**src/rtl/flog_pkg.sv**
```systemverilog
// -----------------------------------------------------------------------------
// flog_pkg
// Shared definitions for the bfloat16 log unit and its base-conversion stage:
// field widths, conversion constants for rescaling log2 results to ln and
// log10, the base-select and operand-class enums, and the canonical quiet NaN.
// -----------------------------------------------------------------------------
package flog_pkg;

  // bfloat16 field widths
  localparam int EXP_WIDTH   = 8;
  localparam int FRACT_WIDTH = 7;

  // Conversion constant significands: 1 integer bit + 15 fraction bits
  localparam int CONST_WIDTH = 16;

  // Signed width used for exponent arithmetic (room for sign and one carry)
  localparam int EXP_CALC_WIDTH = EXP_WIDTH + 2;

  // ln(2)     = 0xB172 / 2^15 * 2^-1  (1.3863 * 0.5)
  // log10(2)  = 0x9A21 / 2^15 * 2^-2  (1.2041 * 0.25)
  localparam logic [CONST_WIDTH-1:0]           LN2_SIG      = 16'hB172;
  localparam logic [CONST_WIDTH-1:0]           LOG10_2_SIG  = 16'h9A21;
  localparam logic signed [EXP_CALC_WIDTH-1:0] LN2_EOFF     = -10'sd1;
  localparam logic signed [EXP_CALC_WIDTH-1:0] LOG10_2_EOFF = -10'sd2;

  // Target base of the conversion
  typedef enum logic [1:0] {
    BASE_LOG2  = 2'd0,
    BASE_LN    = 2'd1,
    BASE_LOG10 = 2'd2
  } base_sel_t;

  // Operand class, decoded once at the pipeline entry
  typedef enum logic [1:0] {
    FC_ZERO = 2'd0,
    FC_NORM = 2'd1,
    FC_INF  = 2'd2,
    FC_NAN  = 2'd3
  } fclass_t;

  // Canonical quiet NaN
  localparam logic                   QNAN_S = 1'b0;
  localparam logic [EXP_WIDTH-1:0]   QNAN_E = 8'hFF;
  localparam logic [FRACT_WIDTH-1:0] QNAN_F = 7'b1000000;

  // Raw select code 3 is folded onto log2 so downstream logic only ever
  // sees the three legal enum values.
  function automatic base_sel_t decode_base_sel(input logic [1:0] sel);
    case (sel)
      2'd1:    return BASE_LN;
      2'd2:    return BASE_LOG10;
      default: return BASE_LOG2;
    endcase
  endfunction

endpackage

```
**src/rtl/flog_norm_rne.sv**
```systemverilog
// -----------------------------------------------------------------------------
// flog_norm_rne
// Combinational normalize + round-to-nearest-even for the base conversion.
// The product of the 8-bit significand and the 16-bit constant lies in
// [1, 4), so its leading one is in one of the top two bits.
//
// Ports:
//   prod      in   significand product, 2 integer bits + (FRACT+15) fraction
//   exp_base  in   signed input exponent already offset by the constant's EOFF
//   e_res     out  packed result exponent (valid when flush is low)
//   f_res     out  rounded stored fraction (valid when flush is low)
//   flush     out  result exponent <= 0, caller must emit signed zero
// -----------------------------------------------------------------------------
module flog_norm_rne
  import flog_pkg::*;
#(
  parameter int EXP_WIDTH   = flog_pkg::EXP_WIDTH,
  parameter int FRACT_WIDTH = flog_pkg::FRACT_WIDTH,
  parameter int CONST_WIDTH = flog_pkg::CONST_WIDTH
) (
  input  logic [FRACT_WIDTH+CONST_WIDTH:0] prod,
  input  logic signed [EXP_WIDTH+1:0]      exp_base,
  output logic [EXP_WIDTH-1:0]             e_res,
  output logic [FRACT_WIDTH-1:0]           f_res,
  output logic                             flush
);

  localparam int PW = FRACT_WIDTH + CONST_WIDTH + 1;
  localparam int CW = EXP_WIDTH + 2;

  logic                 norm;
  logic [FRACT_WIDTH-1:0] frac_t;
  logic                 guard;
  logic                 sticky;
  logic                 round_up;
  logic [FRACT_WIDTH:0] frac_r;
  logic signed [CW-1:0] inc;
  logic signed [CW-1:0] exp_sum;

  // When the top bit is set the value is in [2,4): the kept fraction, guard
  // and sticky windows all slide up by one bit and the exponent gains one.
  always_comb begin
    norm = prod[PW-1];
    if (norm) begin
      frac_t = prod[PW-2 -: FRACT_WIDTH];
      guard  = prod[PW-2-FRACT_WIDTH];
      sticky = |prod[PW-3-FRACT_WIDTH:0];
    end else begin
      frac_t = prod[PW-3 -: FRACT_WIDTH];
      guard  = prod[PW-3-FRACT_WIDTH];
      sticky = |prod[PW-4-FRACT_WIDTH:0];
    end

    // Ties go to the even fraction
    round_up = guard & (sticky | frac_t[0]);
    frac_r   = {1'b0, frac_t} + (FRACT_WIDTH+1)'(round_up);

    // A carry out of the fraction leaves it all zeros and bumps the exponent
    inc     = CW'(norm) + CW'(frac_r[FRACT_WIDTH]);
    exp_sum = exp_base + inc;

    flush = exp_sum[CW-1] || (exp_sum == '0);
    e_res = exp_sum[EXP_WIDTH-1:0];
    f_res = frac_r[FRACT_WIDTH-1:0];
  end

endmodule

```
**src/rtl/flog_base_conv.sv**
```systemverilog
// -----------------------------------------------------------------------------
// flog_base_conv
// Rescales bfloat16 log2 results to log2 / ln / log10 by multiplying with a
// fixed constant, rounding RNE. Two-stage pipeline, one result per cycle,
// valid/ready on both sides with a single global stall enable.
//
// Ports:
//   clk, rst                  clock, synchronous active-high reset
//   s_op_i, e_op_i, f_op_i    log2 result operand (sign, exponent, fraction)
//   base_sel_i                0 = log2, 1 = ln, 2 = log10, 3 = log2
//   valid_i / ready_o         operand handshake
//   s_res_o, e_res_o, f_res_o converted result
//   valid_o / ready_i         result handshake
// -----------------------------------------------------------------------------
module flog_base_conv
  import flog_pkg::*;
#(
  parameter int EXP_WIDTH   = flog_pkg::EXP_WIDTH,
  parameter int FRACT_WIDTH = flog_pkg::FRACT_WIDTH,
  parameter int CONST_WIDTH = flog_pkg::CONST_WIDTH
) (
  input  logic                   clk,
  input  logic                   rst,
  input  logic                   s_op_i,
  input  logic [EXP_WIDTH-1:0]   e_op_i,
  input  logic [FRACT_WIDTH-1:0] f_op_i,
  input  logic [1:0]             base_sel_i,
  input  logic                   valid_i,
  output logic                   ready_o,
  output logic                   s_res_o,
  output logic [EXP_WIDTH-1:0]   e_res_o,
  output logic [FRACT_WIDTH-1:0] f_res_o,
  output logic                   valid_o,
  input  logic                   ready_i
);

  localparam int PROD_WIDTH = FRACT_WIDTH + 1 + CONST_WIDTH;
  localparam int CALC_WIDTH = EXP_WIDTH + 2;

  // Whole pipeline advances together; it only stops when a result is
  // waiting at the output and the sink is not taking it.
  logic en;
  assign en      = !valid_o || ready_i;
  assign ready_o = !rst && en;

  // ---------------------------------------------------------------------------
  // Stage 1 combinational: class decode, constant select, multiply
  // ---------------------------------------------------------------------------
  fclass_t                class_c;
  base_sel_t              sel_c;
  logic [CONST_WIDTH-1:0] k_c;
  logic [PROD_WIDTH-1:0]  prod_c;

  always_comb begin
    class_c = FC_NORM;
    if (&e_op_i) begin
      class_c = (|f_op_i) ? FC_NAN : FC_INF;
    end else if (e_op_i == '0) begin
      class_c = FC_ZERO;
    end

    sel_c = decode_base_sel(base_sel_i);

    // The log2 path never uses the product, so it shares the ln constant
    k_c = (sel_c == BASE_LOG10) ? CONST_WIDTH'(LOG10_2_SIG) : CONST_WIDTH'(LN2_SIG);

    prod_c = PROD_WIDTH'({1'b1, f_op_i}) * PROD_WIDTH'(k_c);
  end

  // ---------------------------------------------------------------------------
  // Stage 1 registers
  // ---------------------------------------------------------------------------
  logic                   s1_valid;
  logic                   s1_s;
  logic [EXP_WIDTH-1:0]   s1_e;
  logic [FRACT_WIDTH-1:0] s1_f;
  fclass_t                s1_class;
  base_sel_t              s1_sel;
  logic [PROD_WIDTH-1:0]  s1_prod;

  always_ff @(posedge clk) begin
    if (rst) begin
      s1_valid <= 1'b0;
      s1_s     <= 1'b0;
      s1_e     <= '0;
      s1_f     <= '0;
      s1_class <= FC_ZERO;
      s1_sel   <= BASE_LOG2;
      s1_prod  <= '0;
    end else if (en) begin
      s1_valid <= valid_i;
      s1_s     <= s_op_i;
      s1_e     <= e_op_i;
      s1_f     <= f_op_i;
      s1_class <= class_c;
      s1_sel   <= sel_c;
      s1_prod  <= prod_c;
    end
  end

  // ---------------------------------------------------------------------------
  // Stage 2 combinational: exponent offset, normalize/round, result select
  // ---------------------------------------------------------------------------
  logic signed [CALC_WIDTH-1:0] eoff_c;
  logic signed [CALC_WIDTH-1:0] exp_base_c;
  logic [EXP_WIDTH-1:0]         e_norm;
  logic [FRACT_WIDTH-1:0]       f_norm;
  logic                         flush;

  always_comb begin
    eoff_c     = (s1_sel == BASE_LOG10) ? CALC_WIDTH'(LOG10_2_EOFF) : CALC_WIDTH'(LN2_EOFF);
    exp_base_c = $signed(CALC_WIDTH'(s1_e)) + eoff_c;
  end

  flog_norm_rne #(
    .EXP_WIDTH   (EXP_WIDTH),
    .FRACT_WIDTH (FRACT_WIDTH),
    .CONST_WIDTH (CONST_WIDTH)
  ) u_norm_rne (
    .prod     (s1_prod),
    .exp_base (exp_base_c),
    .e_res    (e_norm),
    .f_res    (f_norm),
    .flush    (flush)
  );

  logic                   res_s;
  logic [EXP_WIDTH-1:0]   res_e;
  logic [FRACT_WIDTH-1:0] res_f;

  // Specials bypass the multiplier; normals either pass through (log2) or
  // take the rounded product, flushing to signed zero on exponent underflow.
  always_comb begin
    res_s = s1_s;
    res_e = s1_e;
    res_f = s1_f;
    case (s1_class)
      FC_NAN: begin
        res_s = QNAN_S;
        res_e = {EXP_WIDTH{1'b1}};
        res_f = {1'b1, {(FRACT_WIDTH-1){1'b0}}};
      end
      FC_INF: begin
        res_e = {EXP_WIDTH{1'b1}};
        res_f = '0;
      end
      FC_ZERO: begin
        res_e = '0;
        res_f = '0;
      end
      default: begin
        if (s1_sel != BASE_LOG2) begin
          if (flush) begin
            res_e = '0;
            res_f = '0;
          end else begin
            res_e = e_norm;
            res_f = f_norm;
          end
        end
      end
    endcase
  end

  // ---------------------------------------------------------------------------
  // Stage 2 registers (outputs)
  // ---------------------------------------------------------------------------
  always_ff @(posedge clk) begin
    if (rst) begin
      valid_o <= 1'b0;
      s_res_o <= 1'b0;
      e_res_o <= '0;
      f_res_o <= '0;
    end else if (en) begin
      valid_o <= s1_valid;
      s_res_o <= res_s;
      e_res_o <= res_e;
      f_res_o <= res_f;
    end
  end

endmodule

```
**config.mk**
```make
export PLATFORM = sky130hd
export DESIGN_NAME = flog_base_conv
export DESIGN_NICKNAME = d
export VERILOG_FILES = /design/src/rtl/flog_pkg.sv /design/src/rtl/flog_norm_rne.sv /design/src/rtl/flog_base_conv.sv
export SDC_FILE = /design/constraint.sdc
export NUM_CORES = 1
export LEC_CHECK = 0
export CAP_MARGIN = 0
export CELL_PAD_IN_SITES_DETAIL_PLACEMENT = 1
export CELL_PAD_IN_SITES_GLOBAL_PLACEMENT = 1
export CORE_UTILIZATION = 41
export CTS_CLUSTER_SIZE = 25
export DETAILED_ROUTE_END_ITERATION = 6
export HOLD_SLACK_MARGIN = 0.08
export MAX_ROUTING_LAYER = met4
export PLACE_DENSITY = 0.81
export SETUP_SLACK_MARGIN = 0.1
export SLEW_MARGIN = 20
export SYNTH_ARGS = -nofsm -noshare
export SYNTH_HDL_FRONTEND = slang
export SYNTH_SLANG_ARGS = --single-unit
```
**constraint.sdc**
```tcl
create_clock -name clk -period 6.1 [get_ports clk]
set_input_delay 1.22 -clock clk [delete_from_list [all_inputs] [get_ports clk]]
set_output_delay 1.22 -clock clk [all_outputs]
set_load 0.05 [all_outputs]
```
Word level (Yosys, flattened, before mapping)
Cells that the tools add are included.
{ "totals": {"reg_bits": 62, "input_bits": 22, "out_inout_bits": 18, "elab_cells": 55} }
{ "classes": {"addsub": 4, "mul": 1, "n_eq_ne": 6, "n_mux": 16, "bitwise": 2, "n_reduce_logical": 15} }
{ "ops": {"columns": ["cell", "n"], "rows": [
  ["multiplier 8 x 16 -> 24 bit", 1],
  ["2-to-1 mux 7 bit", 3],
  ["2-to-1 mux 8 bit", 2],
  ["one-hot mux 8 bit (2 select lines)", 1],
  ["OR reduction 15 bit", 1],
  ["2-to-1 mux 14 bit", 1],
  ["one-hot mux 7 bit (2 select lines)", 1],
  ["OR reduction 14 bit", 1],
  ["adder 10 bit", 1],
  ["adder 9 x 2 -> 10 bit", 1],
  ["equality test 2 bit (second input constant)", 5],
  ["logical NOT 10 bit", 1],
  ["adder 7 x 1 -> 8 bit", 1],
  ["logical NOT 8 bit", 1],
  ["AND reduction 8 bit", 1],
  ["OR reduction 7 bit", 1],
  ["2-to-1 mux 1 bit", 6],
  ["one-hot mux 2 bit (2 select lines)", 1],
  ["OR reduction 2 bit", 2],
  ["adder 1 x 1 -> 2 bit", 1],
  ["equality test 2 x 1 -> 1 bit (second input constant)", 1],
  ["logical NOT 1 bit", 2],
  ["logical NOT 2 bit", 1],
  ["logical OR 1 bit", 2],
  ["other kinds (5)", 5]
]} }

Depth between registers and ports, before layout
Gate-level depths: netlist (run 1).
{ "depth": {"word_depth": 12, "ltp_mapped": 20, "mapped_depth_nobuf": 19} }

Cells and area by module
A second synthesis (run 1) with hierarchy kept.
{ "hier_totals": {"cells_unflattened": 787, "area_unflattened_um2": 6177.2} }
{ "modules_own_cells": {"columns": ["mod", "instances", "cells_each", "area_each_um2", "seq_area_each_um2"], "rows": [
  ["flog_base_conv", 1, 691, 5529.1, 1241.2],
  ["flog_norm_rne", 1, 96, 648.1, 0.0]
]} }

Least setup slack after synthesis (run 1)
OpenSTA, ideal clock, no wires.
{ "synth_timing": {"kind": "input-to-reg", "startpoint": "input port base_sel_i[1]", "endpoint": "register s1_prod[22]", "setup_time_ps": 117, "arrival_time_ps": 5646, "t_required_ps": 5983, "path_slack_ps": 337, "cell_stages": 20, "path_buffers": 1, "path_cell_list": "nor2b_1 > inv_1 > clkbuf_1 > ha_1 > nand2b_1 > or2_2 > ha_1 > o21bai_1 > fa_1 > inv_1 > fa_1 > inv_1 > ha_1 > a21oi_1 > o21ai_0 > a211oi_1 > o21ai_1 > o211ai_1 > xnor2_1 > a22o_1"} }
{ "synth_between": {"elab_chain_len": 5, "elab_cells_between_ends": 6, "cone_classes": "1 x mul; 3 x eq/ne; 2 x mux"} }
{ "synth_rtl": {"columns": ["element", "line", "text"], "rows": [
  ["from (decl)", "flog_base_conv.sv:27", "input logic [1:0] base_sel_i,"],
  ["equality test 2 bit or equality test 2 x 1 -> 1 bit (tied branches)", "flog_pkg.sv:49", "case (sel)"],
  ["one-hot mux 2 bit (2 select lines) (*)", "flog_pkg.sv:49", null],
  ["equality test 2 bit (*)", "flog_base_conv.sv:65", "k_c = (sel_c == BASE_LOG10) ? CONST_WIDTH'(LOG10_2_SIG) : CONST_WIDTH'(LN2_SIG);"],
  ["2-to-1 mux 14 bit (*)", "flog_base_conv.sv:65", null],
  ["multiplier 8 x 16 -> 24 bit (*)", "flog_base_conv.sv:67", "prod_c = PROD_WIDTH'({1'b1, f_op_i}) * PROD_WIDTH'(k_c);"],
  ["to (signal assigned)", "flog_base_conv.sv:97", "s1_prod <= prod_c;"],
  ["to (decl)", "flog_base_conv.sv:79", "logic [PROD_WIDTH-1:0] s1_prod;"]
]} }
Every way passes the cells marked *; elsewhere a longest branch is shown, timed or not.
A chain may end at the register's enable or synchronous reset.

Worst setup path in the final report (run 1)
Ends and elaborated chain as after synthesis.

==> impl_metrics.ini, run 1 <==
[yosys]
synthTopCellsByCount = nand2_1 (101), inv_1 (100), ha_1 (72), a21oi_1 (63), dfxtp_1 (62)
ys_seq_area_share_pct = 21.5
synth_top_area_cell = dfxtp_1
syn-cell-area_um2 = 5780
synth_edf_count = 0
synth.most_common_cell = nand2_1
synth_top_family_by_area = adder cells
synth_top_cell_area_share_pct = 21.5
ys_ff_latch = 62
synth-xor-area-share_pct = 5.00
synth-adder-area-share_pct = 28.6
ys_warn_count = 0
ys_top_cells_by_area = dfxtp_1 (21%), ha_1 (16%), fa_1 (13%)
syn_area_per_cell_um2 = 8.05
syn-instance-count = 718
synth_mux_area_share_pct = 1.08
ys.flop_type = dfxtp_1
yosys.area_share.simple_pct = 17.4
synth_cell_types = 56
synth_compound_area_share_pct = 17.8
ys_async_sr_fraction_pct = 0

[die]
fp.dieW_um = 121
core_um2 = 13800
boundaryPins = 40
die-area_um2 = 14600
rows = 43
initial_core_util_pct = 41.8
die_h_um = 121

[critical_path]
crit_end = s1_prod[22]$_SDFFE_PP0N_
cp.arrival_ns = 6.00
timing.reg2reg.setup_slack_ns = 1.07
rr_worst_depth = 18
start_kind = input pin
slowest_stage = fa_1
cp_cell_sequence = clkdlybuf4s50_1 > nor2b_2 > buf_4 > and2_1 > ha_1 > xnor2_1 > fa_1 > fa_1 > inv_1 > fa_1 > inv_1 > ha_1 > a21oi_1 > o21bai_1 > a21oi_1 > o21ai_2 > o211ai_1 > xnor2_1 > a22o_1
timing.rr.end = f_res_o[6]$_SDFFE_PP0N_
worst_setup_path_end_kind = flip-flop
cp_slowest_stage_delay_ns = 0.57
critPathKind = in2reg
cp_common_cell = fa_1
crit_start = base_sel_i[1]
r2r-start = s1_prod[23]$_SDFFE_PP0N_
required_ns = 6.32
cp_max_fo = 13

[clock_tree]
path_clk_slew_ns = 0.05
clkSinkCount = 62
root_buffer = clkbuf_16
post-cts-setup-buffer-count = 0
cts_tree = done
htreeDepth = 3
clock_latency_ns = 0.33
cts_buffers = 9
clockBufferDepth = 2

[outcome]
status = complete, but fails checks
violations = DRC

[routing]
firstDrtPassIters = 7
wl_per_cell_um = 17.9
drt_iter0_drc = 205
ant_nets = 0
drt_wl_total_um = 16900
num_vias = 5138
drc = 2
vias_per_cell = 5.43

[global_route]
globalRouteOverflowTotal = 0
grt_pass1_wl_um = 27500
grt_max_degree = 55
antenna_found_initial = 0
first_global_vias = 5549
groute.usage.overall_pct = 25.0

[cells_and_area]
diodes = 0
nets = 892
syn_to_final_growth_pct = 18.1
fin_cells = 946
num-fill-cells = 1666
final_cell_area_um2 = 6830
layout-drive-gt1-share_pct = 7.83

[sta]
rsz0062_at_grt = no
finalSetupViolations = 0
slew_headroom_pct = 33.5
min_period_ns = 5.78
fmax_mhz = 173
finalWorstSetupSlack_ns = 0.318
finClkSkew_ns = 0.00619
period_share_pct = 94.8
holdWs_ns = 0.453
hold_viol = 0
tns_ns = 0
worstMarginPinSlew_ns = 0.994
maxSlewViolCount = 0

[place]
port_buffers = 39
placedCellCount = 930
dpl_worst_slack_ns = -0.215
gp_congestion = 0.889
dp_hpwl_um = 13400
place_area_um2 = 6440

[min_path]
hold_class = reg2reg

[power]
leakagePower_uw = 0.00319
irDropWorstVdd_v = 0.000139
p_per_area_nw_per_um2 = 357

[job]
cap_violations = 0
layout make-up:
cell class / instances / area [um^2] / share of cell area (%)
Multi-Input combinational cell: 529 / 4110 / 60.3
Clock inverter: 3 / 65.1 / 0.953
Clock buffer: 13 / 270 / 3.96
Inverter: 100 / 375 / 5.50
Sequential cell: 62 / 1240 / 18.2
Tap cell: 180 / 225 / 3.30
Timing Repair Buffer: 59 / 536 / 7.84
cells by family (layout without fill, tap and decap cells):
kind of cell             Yosys count  in the layout
adder cells (fa/ha/maj)          110            110
buffers and inverters            132            175
flip-flops                        62             62
multiplexers                       6              6
AND/OR/NAND/NOR                  215            215
AO/OA/AOI/OAI                    158            158
XOR/XNOR                          33             33
other                              2              7
cell usage in the layout, fill, tap and decap left out, types with 6 or more instances in the layout:
| master | Yosys | routed |
|---|---|---|
| a21oi_1 | 63 | 63 |
| a22o_1 | 8 | 8 |
| nor2_1 | 34 | 34 |
| nor4_1 | 7 | 7 |
| nand2_1 | 101 | 101 |
| dfxtp_1 | 62 | 62 |
| nand3b_1 | 7 | 7 |
| nor3_1 | 10 | 10 |
| a22oi_1 | 6 | 6 |
| conb_1 | 2 | 7 |
| ha_1 | 72 | 71 |
| buf_4 | 0 | 20 |
| a31oi_1 | 7 | 7 |
| o21ai_0 | 17 | 17 |
| clkbuf_16 | 0 | 9 |
| inv_1 | 100 | 99 |
| a211oi_1 | 12 | 10 |
| fa_1 | 37 | 37 |
| xor2_1 | 18 | 18 |
| xnor2_1 | 15 | 15 |
| a21o_1 | 9 | 9 |
| nand3_1 | 15 | 15 |
| clkdlybuf4s50_1 | 0 | 38 |
report_power, final:
part	internal (uW)	switching [uW]
logic	576	752
clock network	390	177
registers	475	67.6
total	1440	996
state kept, by name (all words and copies together) (netlist names):
register / flops
f_res_o: 7
s_res_o: 1
s1_prod: 24
s1_valid: 1
s1_class: 2
s1_f: 7
valid_o: 1
s1_sel: 2
e_res_o: 8
s1_e: 8
s1_s: 1
per-layer routing:
metal	global-route usage [%]	up-vias	routed length [um]
met5	-	-	0
met4	11.6	0	606
met3	2.97	46	496
met2	44.5	100	8710
met1	28.0	2499	7110
li1	-	2493	-
worst max-delay path, delay by kind of cell:
kind                       cells  cell delay [ns]
adders and majority gates      5             2.15
AOI/OAI and AO/OA              6             1.14
buffers and inverters          4             0.78
and+or+nand+nor                2             0.40
xor gates and xnor gates       2             0.30
per-stage QoR:
stage	utilization (%)	power, uW
floorplan	-	1480
global placement	46.6	1760
detailed placement	46.6	1830
CTS	49.0	2420
global route	49.4	2630
finish	49.4	2440
worst min path at each step:
stage / start / to / slack (ns) / depth (start not counted)
after floorplan: s1_f[0]$_SDFFE_PP0N_ / s1_f[0]$_SDFFE_PP0N_ / 0.43 / 2
after global placement: s1_valid$_SDFFE_PP0N_ / s1_valid$_SDFFE_PP0N_ / 0.44 / 2
after detailed placement: s1_f[4]$_SDFFE_PP0N_ / s1_f[4]$_SDFFE_PP0N_ / 0.45 / 2
after CTS: s1_prod[4]$_SDFFE_PP0N_ / s1_prod[4]$_SDFFE_PP0N_ / 0.45 / 2
after global routing: s1_prod[8]$_SDFFE_PP0N_ / s1_prod[8]$_SDFFE_PP0N_ / 0.48 / 2
final: s1_prod[4]$_SDFFE_PP0N_ / s1_prod[4]$_SDFFE_PP0N_ / 0.45 / 2
repair_timing:
| item | 4_1_cts | 5_1_grt |
|---|---|---|
| gates resized for setup | 0 | 9 |
| hold buffers | 0 | 0 |
| setup endpoints to repair | 0 | 7 |
Power figures use the tool's default switching activity.
==> run 2, diff against run 1 <==
CTS_CLUSTER_SIZE = 30   (was 25)
PLACE_DENSITY = default   (was 0.81)
PLACE_DENSITY_LB_ADDON = 0.08   (was default)
REMOVE_ABC_BUFFERS = 1   (was default)
==> run 2 against run 1 <==
  * The run still ends with DRC left
  * Via count rose by 1.3%
  * Final cell count up 3.6%
  * Combinational power is 11% higher
  * Non-clock buffer count up 34
  * Sequential cell count unchanged
  * Worst setup slack worse by 0.027 ns
  * Global-route usage shrank 0.076 points
  * Clock power decreased by 20%
  * First-iteration DRC count is 0.98% lower
  * Utilization rose by 1.6 points
  * Clock skew increased by 0.00098 ns
  * Critical endpoint is now s1_prod[21]$_SDFFE_PP0N_
  * Largest cell class unchanged
==> impl_metrics.ini, run 2 (synthesis results as in run 1) <==
[power]
irDropWorstVdd_v = 0.000143
p_per_area_nw_per_um2 = 351
total_power_uw = 2470
leakagePower_uw = 0.00332

[cells_and_area]
fin_util_pct = 51.0
syn_to_final_growth_pct = 21.9
layout-drive-gt1-share_pct = 12.1
final_cell_mix = nand2_1 (101), inv_1 (99), ha_1 (69), a21oi_1 (63), dfxtp_1 (62)
top_register = s1_prod
top_regs = s1_prod (24), e_res_o (8), s1_e (8)
final_common_cell = nand2_1
largest_reg_flops = 24
num-fill-cells = 1676
diodes = 0
nets = 926

[critical_path]
cp_max_fo = 4
rr_worst_depth = 18
crit_start = base_sel_i[1]
worst_setup_path_end_kind = flip-flop
critPathTopFamily = adder cells
timing.reg2reg.setup_slack_ns = 0.98
cp_common_cell = inv_1
required_ns = 6.32
start_kind = input pin
cp_cell_sequence = clkdlybuf4s50_1 > nor2b_4 > buf_6 > inv_2 > buf_4 > and2_1 > ha_1 > inv_1 > fa_1 > inv_1 > fa_1 > inv_1 > fa_1 > inv_1 > ha_1 > or3_4 > o221ai_2 > buf_6 > o2111ai_2 > nand3_2 > buf_4 > nand2_1 > xor2_1 > a22o_1
cp.arrival_ns = 6.02
cp_slowest_stage_delay_ns = 0.53
r2r-start = s1_prod[23]$_SDFFE_PP0N_
crit_buf_inv = 10
crit_end = s1_prod[21]$_SDFFE_PP0N_
cp.depth = 24
critPathKind = in2reg
timing.rr.end = e_res_o[3]$_SDFFE_PP0N_
slowest_stage = fa_1

[clock_tree]
clkSinkCount = 62
cts_buffers = 9
clock_latency_ns = 0.33
cts_tree = done
cts_hold_buffers = 0
path_clk_slew_ns = 0.05
root_buffer = clkbuf_16
clockBufferDepth = 2
htreeDepth = 3

[outcome]
violations = DRC
status = complete, but fails checks

[sta]
period_share_pct = 95.2
fmax_mhz = 172
finClkSkew_ns = 0.00716
slew_headroom_pct = 29.0
min_period_ns = 5.81
finalSetupViolations = 0
rsz0062_at_grt = no
finalWorstSetupSlack_ns = 0.291
maxSlewViolCount = 0
worstMarginPinSlew_ns = 1.05
hold_viol = 0

[global_route]
grt_max_degree = 55
antenna_found_initial = 0
first_global_vias = 5370
globalRouteOverflowTotal = 0
grt_pass1_wl_um = 27400
groute.usage.overall_pct = 25.0

[routing]
drt_iter0_drc = 203
drc = 2
num_vias = 5207
ant_nets = 0
wl_per_cell_um = 17.3
vias_per_cell = 5.31
firstDrtPassIters = 6
drt_wl_total_um = 17000

[die]
core_um2 = 13800
die_h_um = 121
initial_core_util_pct = 41.8
boundaryPins = 40
fp.dieW_um = 121
die-area_um2 = 14600
rows = 43

[job]
cap_violations = 0

[place]
dp_hpwl_um = 13800
dpl_worst_slack_ns = -0.212
gp_congestion = 0.893
port_buffers = 39

[min_path]
hold_class = reg2reg
==> run 2: changes by cell type in the layout (fill, tap and decap cells not counted), sizes merged <==
cell	change
bufinv	-2
clkinvlp	+2
buf	+34
clkinv	+3
clkbuf	-3
==> run 2: repair_timing <==
action                     4_1_cts  5_1_grt
setup endpoints to repair        1        9
gates resized for setup          1       14
setup buffers                    0        1
cloned                           0        0
pin swaps                        0        4
==> run 2: where the power goes <==
part / switching [uW] / internal (uW)
clock network: 183 / 273
registers: 63.6 / 475
logic: 786 / 692
total: 1030 / 1440
==> run 2: layer usage <==
| layer | routed length [um] | global-route usage [%] | vias up |
|---|---|---|---|
| li1 | - | - | 2568 |
| met1 | 7500 | 29.2 | 2539 |
| met2 | 8720 | 44.6 | 80 |
| met3 | 366 | 2.69 | 20 |
| met4 | 382 | 7.95 | 0 |
| met5 | 0 | - | - |
==> run 2: final cells by class <==
cell class	instances	area (um^2)	share of cell area (%)
clock buffer	10	229	3.25
clock inverter	6	38.8	0.550
inverter	100	375	5.33
multi-input combinational	529	4140	58.7
sequential	62	1240	17.6
tap	180	225	3.20
timing repair buffer	93	798	11.3
==> run 2: worst min-delay path by stage <==
stage	from	to	slack, ns	cells past startpoint
floorplan	s1_prod[5]$_SDFFE_PP0N_	s1_prod[5]$_SDFFE_PP0N_	0.43	2
global placement	s1_valid$_SDFFE_PP0N_	s1_valid$_SDFFE_PP0N_	0.44	2
detailed placement	s1_valid$_SDFFE_PP0N_	s1_valid$_SDFFE_PP0N_	0.45	2
CTS	s1_valid$_SDFFE_PP0N_	s1_valid$_SDFFE_PP0N_	0.45	2
global route	s1_f[1]$_SDFFE_PP0N_	s1_f[1]$_SDFFE_PP0N_	0.47	2
finish	s1_valid$_SDFFE_PP0N_	s1_valid$_SDFFE_PP0N_	0.45	2
==> run 2: metrics by stage <==
| step | std cells | cell area [um^2] | TNS, ns | hold WS (ns) |
|---|---|---|---|---|
| final | 980 | 7050 | 0 | 0.452 |
| after global routing | 980 | 7050 | 0 | 0.470 |
| after CTS | 979 | 6960 | 0 | 0.454 |
| after detailed placement | 963 | 6690 | -0.923 | 0.448 |
| after global placement | 963 | 6690 | -0.0691 | 0.439 |
| after floorplan | 691 | 5680 | 0 | 0.425 |
==> run 2: worst reg2reg max path, stage by stage (launching register included) <==
cell      delay (ns)
dfxtp_1         0.76
mux2i_1         0.16
nor2b_1         0.18
nand3b_1        0.15
nor3b_1         0.33
and3_1          0.24
ha_1            0.13
inv_1           0.05
fa_1            0.36
inv_1           0.06
ha_1            0.24
fa_1            0.29
a211oi_1        0.10
o21bai_1        0.22
a211oi_1        0.13
nor2_1          0.81
a221oi_1        0.27
or3_1           0.43
a21oi_1         0.14
